<file path="src/rtl/snn_pkg.sv">
`default_nettype none
// ============================================================================
// Module   : snn_pkg
// Brief    : Shared widths, LIF constants and sweep FSM encoding for the
//            neuron update pipeline.
// Revision : 1.0
// ============================================================================
package snn_pkg;

  localparam int NUM_NEURONS_DEF   = 10000;
  localparam int ADDR_WIDTH_DEF    = 14;
  localparam int VMEM_WIDTH_DEF    = 16;
  localparam int REF_CTR_WIDTH_DEF = 4;

  localparam logic signed [15:0] V_THRESH_DEF = 16'sd4096;
  localparam logic signed [15:0] V_RESET_DEF  = 16'sd0;
  localparam int                 LEAK_SHIFT_DEF = 4;
  localparam int                 REF_PERIOD_DEF = 4;

  // Sweep controller states
  typedef enum logic [1:0] {
    ST_IDLE  = 2'd0,
    ST_SWEEP = 2'd1,
    ST_DRAIN = 2'd2
  } sweep_state_t;

endpackage
`default_nettype wire

</file>
<file path="src/rtl/lif_core.sv">
`default_nettype none
// ============================================================================
// Module   : lif_core
// Brief    : Combinational leaky integrate-and-fire update for one neuron.
// Revision : 1.0
// ============================================================================
module lif_core
  import snn_pkg::*;
#(
  parameter int                             VMEM_WIDTH    = VMEM_WIDTH_DEF,
  parameter int                             REF_CTR_WIDTH = REF_CTR_WIDTH_DEF,
  parameter logic signed [VMEM_WIDTH-1:0]   V_THRESH      = V_THRESH_DEF,
  parameter logic signed [VMEM_WIDTH-1:0]   V_RESET       = V_RESET_DEF,
  parameter int                             LEAK_SHIFT    = LEAK_SHIFT_DEF,
  parameter int                             REF_PERIOD    = REF_PERIOD_DEF
) (
  input  logic signed [VMEM_WIDTH-1:0]    v,
  input  logic        [REF_CTR_WIDTH-1:0] ref_ctr,
  input  logic signed [VMEM_WIDTH-1:0]    syn_cur,
  output logic signed [VMEM_WIDTH-1:0]    v_next,
  output logic        [REF_CTR_WIDTH-1:0] ref_ctr_next,
  output logic                            spike
);

  localparam logic signed [VMEM_WIDTH-1:0] V_MAX = {1'b0, {(VMEM_WIDTH-1){1'b1}}};
  localparam logic signed [VMEM_WIDTH-1:0] V_MIN = {1'b1, {(VMEM_WIDTH-1){1'b0}}};
  localparam logic [REF_CTR_WIDTH-1:0]     REF_LOAD = REF_CTR_WIDTH'(REF_PERIOD);
  localparam logic [REF_CTR_WIDTH-1:0]     REF_ONE  = REF_CTR_WIDTH'(1);
  localparam logic [REF_CTR_WIDTH-1:0]     REF_ZERO = '0;

  logic signed [VMEM_WIDTH-1:0] v_leak;
  logic signed [VMEM_WIDTH:0]   v_sum;
  logic signed [VMEM_WIDTH-1:0] v_sat;

  // Leak never overflows: subtracting a same-sign fraction only shrinks |v|.
  assign v_leak = v - (v >>> LEAK_SHIFT);
  assign v_sum  = {v_leak[VMEM_WIDTH-1], v_leak} + {syn_cur[VMEM_WIDTH-1], syn_cur};

  // Clamp the one-bit-wider sum back into the signed Vmem range
  always_comb begin
    v_sat = v_sum[VMEM_WIDTH-1:0];
    case (v_sum[VMEM_WIDTH:VMEM_WIDTH-1])
      2'b01:   v_sat = V_MAX;
      2'b10:   v_sat = V_MIN;
      default: v_sat = v_sum[VMEM_WIDTH-1:0];
    endcase
  end

  // Refractory neurons are held at reset; others integrate and may fire
  always_comb begin
    v_next       = v_sat;
    ref_ctr_next = REF_ZERO;
    spike        = 1'b0;
    if (ref_ctr != REF_ZERO) begin
      v_next       = V_RESET;
      ref_ctr_next = ref_ctr - REF_ONE;
    end else if (v_sat >= V_THRESH) begin
      v_next       = V_RESET;
      ref_ctr_next = REF_LOAD;
      spike        = 1'b1;
    end
  end

endmodule
`default_nettype wire

</file>
<file path="src/rtl/neuron_update_pipe.sv">
`default_nettype none
// ============================================================================
// Module   : neuron_update_pipe
// Brief    : Sweeps all neurons once per time step: reads state and synaptic
//            current, applies the LIF update and writes results back.
// Revision : 1.0
// ============================================================================
module neuron_update_pipe
  import snn_pkg::*;
#(
  parameter int                           NUM_NEURONS   = NUM_NEURONS_DEF,
  parameter int                           ADDR_WIDTH    = ADDR_WIDTH_DEF,
  parameter int                           VMEM_WIDTH    = VMEM_WIDTH_DEF,
  parameter int                           REF_CTR_WIDTH = REF_CTR_WIDTH_DEF,
  parameter logic signed [VMEM_WIDTH-1:0] V_THRESH      = V_THRESH_DEF,
  parameter logic signed [VMEM_WIDTH-1:0] V_RESET       = V_RESET_DEF,
  parameter int                           LEAK_SHIFT    = LEAK_SHIFT_DEF,
  parameter int                           REF_PERIOD    = REF_PERIOD_DEF
) (
  input  logic                            clk,
  input  logic                            rst,
  input  logic                            i_start,
  output logic                            o_busy,
  output logic                            o_done,
  output logic        [ADDR_WIDTH-1:0]    o_rd_addr,
  input  logic signed [VMEM_WIDTH-1:0]    i_vmem,
  input  logic        [REF_CTR_WIDTH-1:0] i_ref_ctr,
  input  logic signed [VMEM_WIDTH-1:0]    i_syn_cur,
  output logic                            o_wr_en,
  output logic        [ADDR_WIDTH-1:0]    o_wr_addr,
  output logic signed [VMEM_WIDTH-1:0]    o_vmem,
  output logic        [REF_CTR_WIDTH-1:0] o_ref_ctr,
  output logic                            o_spike_valid,
  output logic        [ADDR_WIDTH-1:0]    o_spike_addr,
  output logic        [ADDR_WIDTH:0]      o_spike_cnt
);

  localparam logic [ADDR_WIDTH-1:0] LAST_ADDR = ADDR_WIDTH'(NUM_NEURONS - 1);
  localparam logic [ADDR_WIDTH-1:0] ADDR_ONE  = ADDR_WIDTH'(1);
  localparam logic [ADDR_WIDTH:0]   CNT_ONE   = (ADDR_WIDTH + 1)'(1);

  sweep_state_t                   state;
  logic                           d1_valid;
  logic                           d2_valid;
  logic        [ADDR_WIDTH-1:0]   d1_addr;
  logic        [ADDR_WIDTH-1:0]   d2_addr;
  logic signed [VMEM_WIDTH-1:0]   lif_v;
  logic        [REF_CTR_WIDTH-1:0] lif_ref;
  logic                           lif_spike;
  logic                           start_ok;
  logic                           fire;

  assign start_ok = (state == ST_IDLE) && i_start;
  assign fire     = d2_valid && lif_spike;

  lif_core #(
    .VMEM_WIDTH    (VMEM_WIDTH),
    .REF_CTR_WIDTH (REF_CTR_WIDTH),
    .V_THRESH      (V_THRESH),
    .V_RESET       (V_RESET),
    .LEAK_SHIFT    (LEAK_SHIFT),
    .REF_PERIOD    (REF_PERIOD)
  ) u_lif_core (
    .v            (i_vmem),
    .ref_ctr      (i_ref_ctr),
    .syn_cur      (i_syn_cur),
    .v_next       (lif_v),
    .ref_ctr_next (lif_ref),
    .spike        (lif_spike)
  );

  // Sweep FSM: issues one read address per cycle, then waits for the last write-back
  always_ff @(posedge clk) begin
    if (rst) begin
      state     <= ST_IDLE;
      o_rd_addr <= '0;
      o_busy    <= 1'b0;
      o_done    <= 1'b0;
    end else begin
      o_done <= 1'b0;
      case (state)
        ST_IDLE: begin
          if (i_start) begin
            state     <= ST_SWEEP;
            o_rd_addr <= '0;
            o_busy    <= 1'b1;
          end
        end
        ST_SWEEP: begin
          if (o_rd_addr == LAST_ADDR) begin
            state     <= ST_DRAIN;
            o_rd_addr <= '0;
          end else begin
            o_rd_addr <= o_rd_addr + ADDR_ONE;
          end
        end
        ST_DRAIN: begin
          if (o_wr_en && (o_wr_addr == LAST_ADDR)) begin
            state  <= ST_IDLE;
            o_busy <= 1'b0;
            o_done <= 1'b1;
          end
        end
        default: begin
          state     <= ST_IDLE;
          o_rd_addr <= '0;
          o_busy    <= 1'b0;
        end
      endcase
    end
  end

  // Two-stage delay aligns addresses with memory read data; results are registered out
  always_ff @(posedge clk) begin
    if (rst) begin
      d1_valid      <= 1'b0;
      d1_addr       <= '0;
      d2_valid      <= 1'b0;
      d2_addr       <= '0;
      o_wr_en       <= 1'b0;
      o_wr_addr     <= '0;
      o_vmem        <= '0;
      o_ref_ctr     <= '0;
      o_spike_valid <= 1'b0;
      o_spike_addr  <= '0;
      o_spike_cnt   <= '0;
    end else begin
      d1_valid      <= (state == ST_SWEEP);
      d1_addr       <= o_rd_addr;
      d2_valid      <= d1_valid;
      d2_addr       <= d1_addr;
      o_wr_en       <= d2_valid;
      o_wr_addr     <= d2_valid ? d2_addr : '0;
      o_vmem        <= d2_valid ? lif_v : '0;
      o_ref_ctr     <= d2_valid ? lif_ref : '0;
      o_spike_valid <= fire;
      o_spike_addr  <= fire ? d2_addr : '0;
      if (start_ok) begin
        o_spike_cnt <= '0;
      end else if (fire) begin
        o_spike_cnt <= o_spike_cnt + CNT_ONE;
      end
    end
  end

endmodule
`default_nettype wire
</file>
<file path="config.mk">
export PLATFORM = sky130hd
export DESIGN_NAME = neuron_update_pipe
export DESIGN_NICKNAME = d
export VERILOG_FILES = /design/src/rtl/snn_pkg.sv /design/src/rtl/lif_core.sv /design/src/rtl/neuron_update_pipe.sv
export SDC_FILE = /design/constraint.sdc
export NUM_CORES = 1
export LEC_CHECK = 0
export ABC_AREA = 0
export CAP_MARGIN = 10
export CORE_MARGIN = 2
export CORE_UTILIZATION = 45
export DETAILED_ROUTE_END_ITERATION = 8
export PLACE_DENSITY = 0.72
export SETUP_SLACK_MARGIN = 0.15
export SKIP_CTS_REPAIR_TIMING = 1
export SLEW_MARGIN = 10
export SYNTH_ARGS = -nofsm -noshare
export SYNTH_HDL_FRONTEND = slang
export SYNTH_HIERARCHICAL = 1
export SYNTH_SLANG_ARGS = --single-unit
</file>
<file path="constraint.sdc">
create_clock -name clk -period 18.5 [get_ports clk]
set_clock_uncertainty 0.15 [all_clocks]
set_input_delay 3.7 -clock clk [delete_from_list [all_inputs] [get_ports clk]]
set_output_delay 3.7 -clock clk [all_outputs]
set_load 0.1 [all_outputs]
</file>
==> metrics.md, run 1 <==
| Metric | Value |
|---|---|
| Max Slew Vio Count | `0` |
| Syn nets | `701` |
| Final setup fails | `0` |
| HP Class | `reg2reg` |
| Hold slack final | `0.2856 ns` |
| IO buf count | `119` |
| Max rail drop VDD | `0.00006308 V` |
| Synthesized flop and latch total | `113` |
| Sw Pwr | `226.0 µW` |
| Share of post-route cells with drive strength above 1 | `0.09404` |
| Worst slew pin tran | `0.9995 ns` |
| TritonCTS clock tree | `yes` |
| GRT overflow | `0` |
| Main synth FF type | `dfxtp_1` |
| Leak | `0.002990 µW` |
| Antenna diodes | `0` |
| Mapped Avg Cell Area | `9.237 µm²` |
| CP Data Required Time | `18.68 ns` |
| CORE AREA | `12570 µm²` |
| Root buffer cell | `clkbuf_16` |
| Initial antenna violation count | `0` |
| Vias in the first global route | `4735` |
| GP Congestion | `0.8986` |
| Final period util | `0.5537` |
| Tmin final | `10.24 ns` |
| Io pins | `120` |
| Setup total negative slack | `0 ns` |
| DRT Pass-1 Iters | `4` |
| Register area share after synthesis | `0.3919` |
| Clk pwr share | `0.431` |
| Synth warnings | `6` |
| Chip width | `117.3 µm` |
| R2R Path End | `o_rd_addr[10]$_SDFFE_PP0P_` |
| RSZ-0062 raised after global routing | `no` |
| Detailed-route via count | `4841` |
| Max_cap viols | `0` |
| Final nets | `820` |
| Post-Route WL | `13370 µm` |
| Num CTS Buffers | `17` |
| CP startpoint | `i_vmem[0]` |
| Initial Utilization | `0.4593` |
| Relative slew slack | `0.3316` |
| Internal | `553.2 µW` |
| DP Cell Count | `897` |
| Post-DR wirelength/cell | `14.42 µm` |
| R2r startpoint | `o_rd_addr[1]$_SDFFE_PP0P_` |
| Chip height | `117.3 µm` |
| Outcome | `finished, final reports clean` |
| R2R depth | `5` |
| Hold Path Depth | `1` |
| Die area | `13750 µm²` |
| Arr. time, crit path | `10.42 ns` |
| Clk buf depth | `2` |
| Row Count | `41` |
| Final Non-Filler Cells | `927` |
| Element type at the critical path start | `input pin` |
| Clk sink count | `113` |
| Total GRT Usage | `0.1977` |
| H-Tree Depth | `4` |
| Final-report hold violation count | `0` |
| Mapped Area | `5773 µm²` |
| First-pass GRT wire length | `21860 µm` |
| Comb pwr share | `0.253` |
| Hold path startpoint | `d1_addr[3]$_SDFF_PP0_` |
| Drt drc | `0` |
| DP Wirelength | `9806 µm` |
| Worst Path Max Fanout | `24` |
| Ys async rst share | `0` |
| Unique masters post-synth | `76` |
| Post-synth EDFFs | `0` |
| Critical path class | `in2reg` |
| Flop pwr share | `0.317` |
| Clk_lat worst skew | `0.39 ns` |
| Syn-to-layout area delta | `33.57%` |
| Post-route antenna net violation count | `0` |
| Pwr/cell area | `101.0 nW/µm²` |
| Synth Instances | `625` |
| F_max | `97.63 MHz` |
| Setup slack, reg-to-reg | `16.12 ns` |
| Commonest non-fill, non-tap cell in the layout | `clkdlybuf4s50_1` |
| Switching share of power | `0.2901` |
| Vias per cell | `5.222` |
| Endpoint class of the critical path | `flop` |
| Initial drt markers | `298` |
| Clock transition at path regs | `0.05 ns` |
| Commonest cells after routing, fill and taps aside | `clkdlybuf4s50_1, dfxtp_1, nor2_1, and2_1` |
| CP Capture Point | `o_spike_cnt[13]$_SDFFE_PP0P_` |
| Pin count of the biggest net entering global routing | `51` |
[cell type report]
cell class                      instances  area, µm²
Clock buffer                           21      460.4
Clock inverter                          9      157.7
Fill cell                            1074       4857
Inverter                               27      101.3
Multi-Input combinational cell        465       3316
Sequential cell                       113       2262
Tap cell                              172      215.2
Timing Repair Buffer                  120       1199
[sequential cells by signal (all words and copies together), names as in the netlist]
register / cells
o_spike_cnt: 15
o_ref_ctr: 4
o_spike_valid: 1
o_wr_en: 1
d2_valid: 1
o_rd_addr: 14
o_done: 1
o_vmem: 16
o_wr_addr: 14
o_busy: 1
d1_addr: 14
d2_addr: 14
state: 2
o_spike_addr: 14
d1_valid: 1
[per-layer routing]
layer,track usage,share of wire,routed length (µm),vias to the layer above
li1,-,-,-,2468
met1,0.2630,0.47,6308,2226
met2,0.3257,0.46,6164,139
met3,0.04583,0.060,801,8
met4,0.04863,0.0068,91,0
met5,0,0,0,-
[per-stage QoR]
step	util	total power (µW)	area, µm²	setup slack (ns)
after global placement	0.5640	440.1	7088	8.133
after floorplan	-	410.9	5773	9.486
after global routing	0.6135	815.1	7711	7.717
after detailed placement	0.5640	444.7	7088	7.874
after CTS	0.6131	780.7	7706	8.286
final	0.6135	779.2	7711	8.257
[cell families after synthesis]
logic type,Yosys count,share of synthesized area
flops,113,0.3919
simple gates,253,0.2458
compound gates,135,0.1818
buf+inv,47,0.03511
mux,3,0.005202
fa+ha+maj,37,0.08279
xor+xnor,37,0.05743
[critical path, stage by stage]
cell and delay (ns):
clkdlybuf4s50_1 0.45, inv_1 0.04, ha_1 0.21, fa_1 0.42
nor2b_1 0.13, o21a_1 0.13, o21ai_0 0.15, a211oi_1 0.39
o31a_1 0.26, mux2i_1 0.20, o2111ai_1 0.12, ha_1 0.36
and3_1 0.22, a22oi_1 0.29, o211ai_1 0.17, nand2_1 0.11
inv_1 0.04, ha_1 0.58, or2_2 0.42, o2bb2ai_1 0.23
and3_1 0.57, and4_1 0.35, nand3_1 0.19, or4_1 0.54
a21oi_1 0.14
[power by group through the flow]
stage	clock network, µW	logic [µW]	registers, µW
2_1_floorplan	0	154	257
3_3_place_gp	0	188	252
3_5_place_dp	0	193	252
4_1_cts	339	195	247
5_1_grt	351	217	247
6_report	336	197	247
[synthesized netlist by cell type, types with 3 or more instances]
cell / number / area share
ha_1: 35 / 0.076
o211ai_1: 10 / 0.013
or2_2: 5 / 0.0054
xor2_1: 17 / 0.026
o21ai_0: 21 / 0.018
a21o_1: 3 / 0.0039
nor2b_1: 36 / 0.039
clkbuf_1: 17 / 0.011
and3_1: 21 / 0.023
or3_1: 11 / 0.012
nor2_2: 7 / 0.0076
nor3_1: 13 / 0.011
a211oi_2: 11 / 0.024
nand3_1: 15 / 0.013
nor4_1: 4 / 0.0043
a21oi_2: 5 / 0.0076
nand3b_1: 3 / 0.0039
nand4_1: 5 / 0.0054
o2111ai_1: 3 / 0.0046
a21oi_1: 29 / 0.025
and4_1: 4 / 0.0061
nor2_1: 39 / 0.025
and2_1: 38 / 0.041
a211oi_1: 4 / 0.0052
nand2_1: 33 / 0.021
inv_1: 27 / 0.018
xnor2_1: 19 / 0.029
dfxtp_1: 113 / 0.39
nor3b_1: 3 / 0.0039
a31oi_1: 5 / 0.0054
mux2i_1: 3 / 0.0052
o21a_1: 7 / 0.0091
nand2b_1: 4 / 0.0043
o31ai_1: 3 / 0.0039
[how the worst min path moves through the flow]
stage and end:
2_1_floorplan d2_addr[0]$_SDFF_PP0_, 3_3_place_gp d2_addr[2]$_SDFF_PP0_, 3_5_place_dp d2_addr[2]$_SDFF_PP0_, 4_1_cts d2_addr[2]$_SDFF_PP0_, 5_1_grt d2_addr[9]$_SDFF_PP0_, 6_report d2_addr[3]$_SDFF_PP0_
No activity file was read; power rests on OpenSTA's default activity.
==> run 2, diff against run 1 <==
--- a/config.mk
+++ b/config.mk
@@ -10,7 +10,7 @@
 export CORE_MARGIN = 2
 export CORE_UTILIZATION = 45
 export DETAILED_ROUTE_END_ITERATION = 8
-export PLACE_DENSITY = 0.72
+export PLACE_DENSITY = 0.74
 export SETUP_SLACK_MARGIN = 0.15
 export SKIP_CTS_REPAIR_TIMING = 1
 export SLEW_MARGIN = 10
==> constraint.sdc (replaced) <==
create_clock -name clk -period 8.35 [get_ports clk]
set_clock_uncertainty 0.15 [all_clocks]
set_input_delay 1.67 -clock clk [delete_from_list [all_inputs] [get_ports clk]]
set_output_delay 1.67 -clock clk [all_outputs]
set_load 0.1 [all_outputs]
==> run 2 against run 1 <==
Compared with the run above:
- die area did not move
- clock power rose by 130%
- critical path type unchanged
- clock-buffer cell count fell by 4
- largest power group unchanged
- sequential power rose by 120%
==> metrics.md, run 2 (synthesis gave the netlist of run 1 again) <==
| Metric | Value |
|---|---|
| CP Data Required Time | `8.54 ns (-10.14 ns)` |
| Outcome | `finished, final reports clean` |
| Vias per cell | `5.218 (about the same)` |
| Relative slew slack | `0.3162 (-0.01533)` |
| Clk buf depth | `2 (unchanged)` |
| Regs by FF count | `o_vmem x16, o_spike_cnt x15` |
| Commonest cells after routing, fill and taps aside | `clkdlybuf4s50_1, dfxtp_1, nor2_1, and2_1` |
| Post-DR wirelength/cell | `14.43 µm (+0.10%)` |
| Clock transition at path regs | `0.06 ns (about the same)` |
| Hold path startpoint | `d1_addr[13]$_SDFF_PP0_` |
| Post-route antenna net violation count | `0 (unchanged)` |
| Initial Utilization | `0.4593 (unchanged)` |
| Largest register by flop count | `o_vmem` |
| Arr. time, crit path | `7.57 ns (-2.85 ns)` |
| Endpoint class of the critical path | `flop` |
| Worst slew pin tran | `1.022 ns (+0.02292 ns)` |
| Detailed-route via count | `4868 (+0.56%)` |
| GP Congestion | `0.8737 (-2.8%)` |
| DP Cell Count | `901 (+0.45%)` |
| Final Non-Filler Cells | `933 (+0.65%)` |
| Io pins | `120 (unchanged)` |
| Max rail drop VDD | `0.0001223 V (+94%)` |
| Final setup fails | `0 (unchanged)` |
| H-Tree Depth | `4 (unchanged)` |
| Root buffer cell | `clkbuf_16` |
| Initial antenna violation count | `0 (unchanged)` |
| Drt drc | `0 (unchanged)` |
| Hold Crit Endpoint | `d2_addr[13]$_SDFF_PP0_` |
| Power Total | `1744 µW (+120%)` |
| R2R depth | `5 (unchanged)` |
| GRT overflow | `0 (unchanged)` |
| Antenna diodes | `0 (unchanged)` |
| Die area | `13750 µm² (unchanged)` |
| Final-report hold violation count | `0 (unchanged)` |
| F_max | `135.6 MHz` |
| R2r startpoint | `o_rd_addr[0]$_SDFFE_PP0P_` |
| Critical path class | `in2reg` |
| Max Slew Vio Count | `0 (unchanged)` |
| Commonest non-fill, non-tap cell in the layout | `clkdlybuf4s50_1` |
| IO buf count | `119 (unchanged)` |
| Tmin final | `7.377 ns` |
| DRT Pass-1 Iters | `5 (+1)` |
| Pin count of the biggest net entering global routing | `51 (unchanged)` |
| TritonCTS clock tree | `yes` |
| Syn-to-layout area delta | `34.27%` |
| Element type at the critical path start | `input pin` |
| Vias in the first global route | `4759 (+0.51%)` |
| Largest register FFs | `16 (unchanged)` |
| Total GRT Usage | `0.2030 (+0.005374)` |
| Row Count | `41 (unchanged)` |
| Share of post-route cells with drive strength above 1 | `0.1038 (+0.009771)` |
| CORE AREA | `12570 µm² (unchanged)` |
| Clk sink count | `113 (unchanged)` |
| Chip width | `117.3 µm (unchanged)` |
| Setup slack, reg-to-reg | `5.95 ns (-10.17 ns)` |
| Hold Path Depth | `1 (unchanged)` |
| Hold slack final | `0.2753 ns (-0.01032 ns)` |
| HP Class | `reg2reg` |
| Setup total negative slack | `0 ns (unchanged)` |
| Worst Path Max Fanout | `6 (-75%)` |
| Chip height | `117.3 µm (unchanged)` |
| Max_cap viols | `0 (unchanged)` |
| Leak | `0.003012 µW (+0.72%)` |
| Final period util | `0.8835` |
| Pwr/cell area | `225.0 nW/µm² (+120%)` |
| Post-Route WL | `13470 µm (+0.75%)` |
| Final nets | `824 (+0.49%)` |
| RSZ-0062 raised after global routing | `no` |
| Num CTS Buffers | `17 (unchanged)` |
| Clk_lat worst skew | `0.41 ns (+0.02 ns)` |
| Initial drt markers | `271 (-9.1%)` |
| First-pass GRT wire length | `22070 µm (+0.95%)` |
| DP Wirelength | `9905 µm (+1.0%)` |
| R2R Path End | `o_rd_addr[10]$_SDFFE_PP0P_` |
[run 2: changes by cell type in the layout (fill, tap and decap cells not counted), sizes merged]
| cell | previous run | this run |
|---|---|---|
| clkbuf | 21 | 17 |
| clkinv | 3 | 4 |
| buf | 1 | 5 |
| clkinvlp | 2 | 4 |
| inv | 27 | 30 |
[run 2: area by class of cell]
class                   count  area, µm²
fillers                  1053       4817
multi-input cells         465       3311
flip-flops and latches    113       2262
repair buffers            124       1229
clock buffers              17      425.4
well taps                 172      215.2
clock inverters            15      207.7
inverters                  27      101.3
[run 2: critical path, cell delays in order]
cell and delay [ns]:
clkdlybuf4s50_1 0.54, inv_1 0.06, ha_1 0.26, nor2b_1 0.13, o21a_1 0.17, o21ai_0 0.23
a21oi_1 0.18, o211ai_1 0.32, a211o_1 0.17, nand3_1 0.08, ha_1 0.35, a21oi_2 0.25
o21ai_0 0.21, a22oi_1 0.33, o211ai_1 0.17, nand2_1 0.12, inv_1 0.05, ha_1 0.28
or2_2 0.30, o2bb2ai_1 0.26, and3_1 0.26, and4_1 0.28, nand3_1 0.20, or4_1 0.54
a21oi_1 0.14
[run 2: through the flow]
stage	util	setup WS, ns	area [µm²]
2_1_floorplan	-	1.366	5773
3_3_place_gp	0.5664	0.7866	7118
3_5_place_dp	0.5664	0.5541	7118
4_1_cts	0.6167	0.9778	7751
5_1_grt	0.6167	0.5358	7751
6_report	0.6167	0.9728	7751
[run 2: metal layers]
metal  GRT usage  up-vias  wire length (µm)
met5           0        -                 0
li1            -     2472                 -
met2      0.3230      134              6317
met1      0.2661     2251              6262
met3     0.05407       11               724
met4     0.07216        0               161
[run 2: worst max path at each step]
stage / from / end / cells past startpoint
after floorplan: i_vmem[0] / o_spike_cnt[13]$_SDFFE_PP0P_ / 25
after global placement: i_vmem[0] / o_spike_cnt[13]$_SDFFE_PP0P_ / 25
after detailed placement: i_vmem[0] / o_spike_cnt[13]$_SDFFE_PP0P_ / 25
after CTS: i_vmem[0] / o_spike_cnt[13]$_SDFFE_PP0P_ / 25
after global routing: i_vmem[0] / o_spike_cnt[13]$_SDFFE_PP0P_ / 25
final: i_vmem[5] / o_spike_cnt[13]$_SDFFE_PP0P_ / 25
[run 2: power by group]
| part | internal [µW] | switching (µW) | total, µW |
|---|---|---|---|
| Combinational | 174 | 264 | 437 |
| Clock | 502 | 259 | 760 |
| Sequential | 543 | 3.52 | 546 |
| Total | 1220 | 526 | 1740 |
==> run 3, diff against run 2 <==
--- a/config.mk
+++ b/config.mk
@@ -9,6 +9,7 @@
 export CAP_MARGIN = 10
 export CORE_MARGIN = 2
 export CORE_UTILIZATION = 45
+export CTS_BUF_LIST = sky130_fd_sc_hd__clkbuf_16
 export DETAILED_ROUTE_END_ITERATION = 8
 export PLACE_DENSITY = 0.74
 export SETUP_SLACK_MARGIN = 0.15
==> results of run 3 <==
Final layout, timing and power as in run 2 (identical DEF).
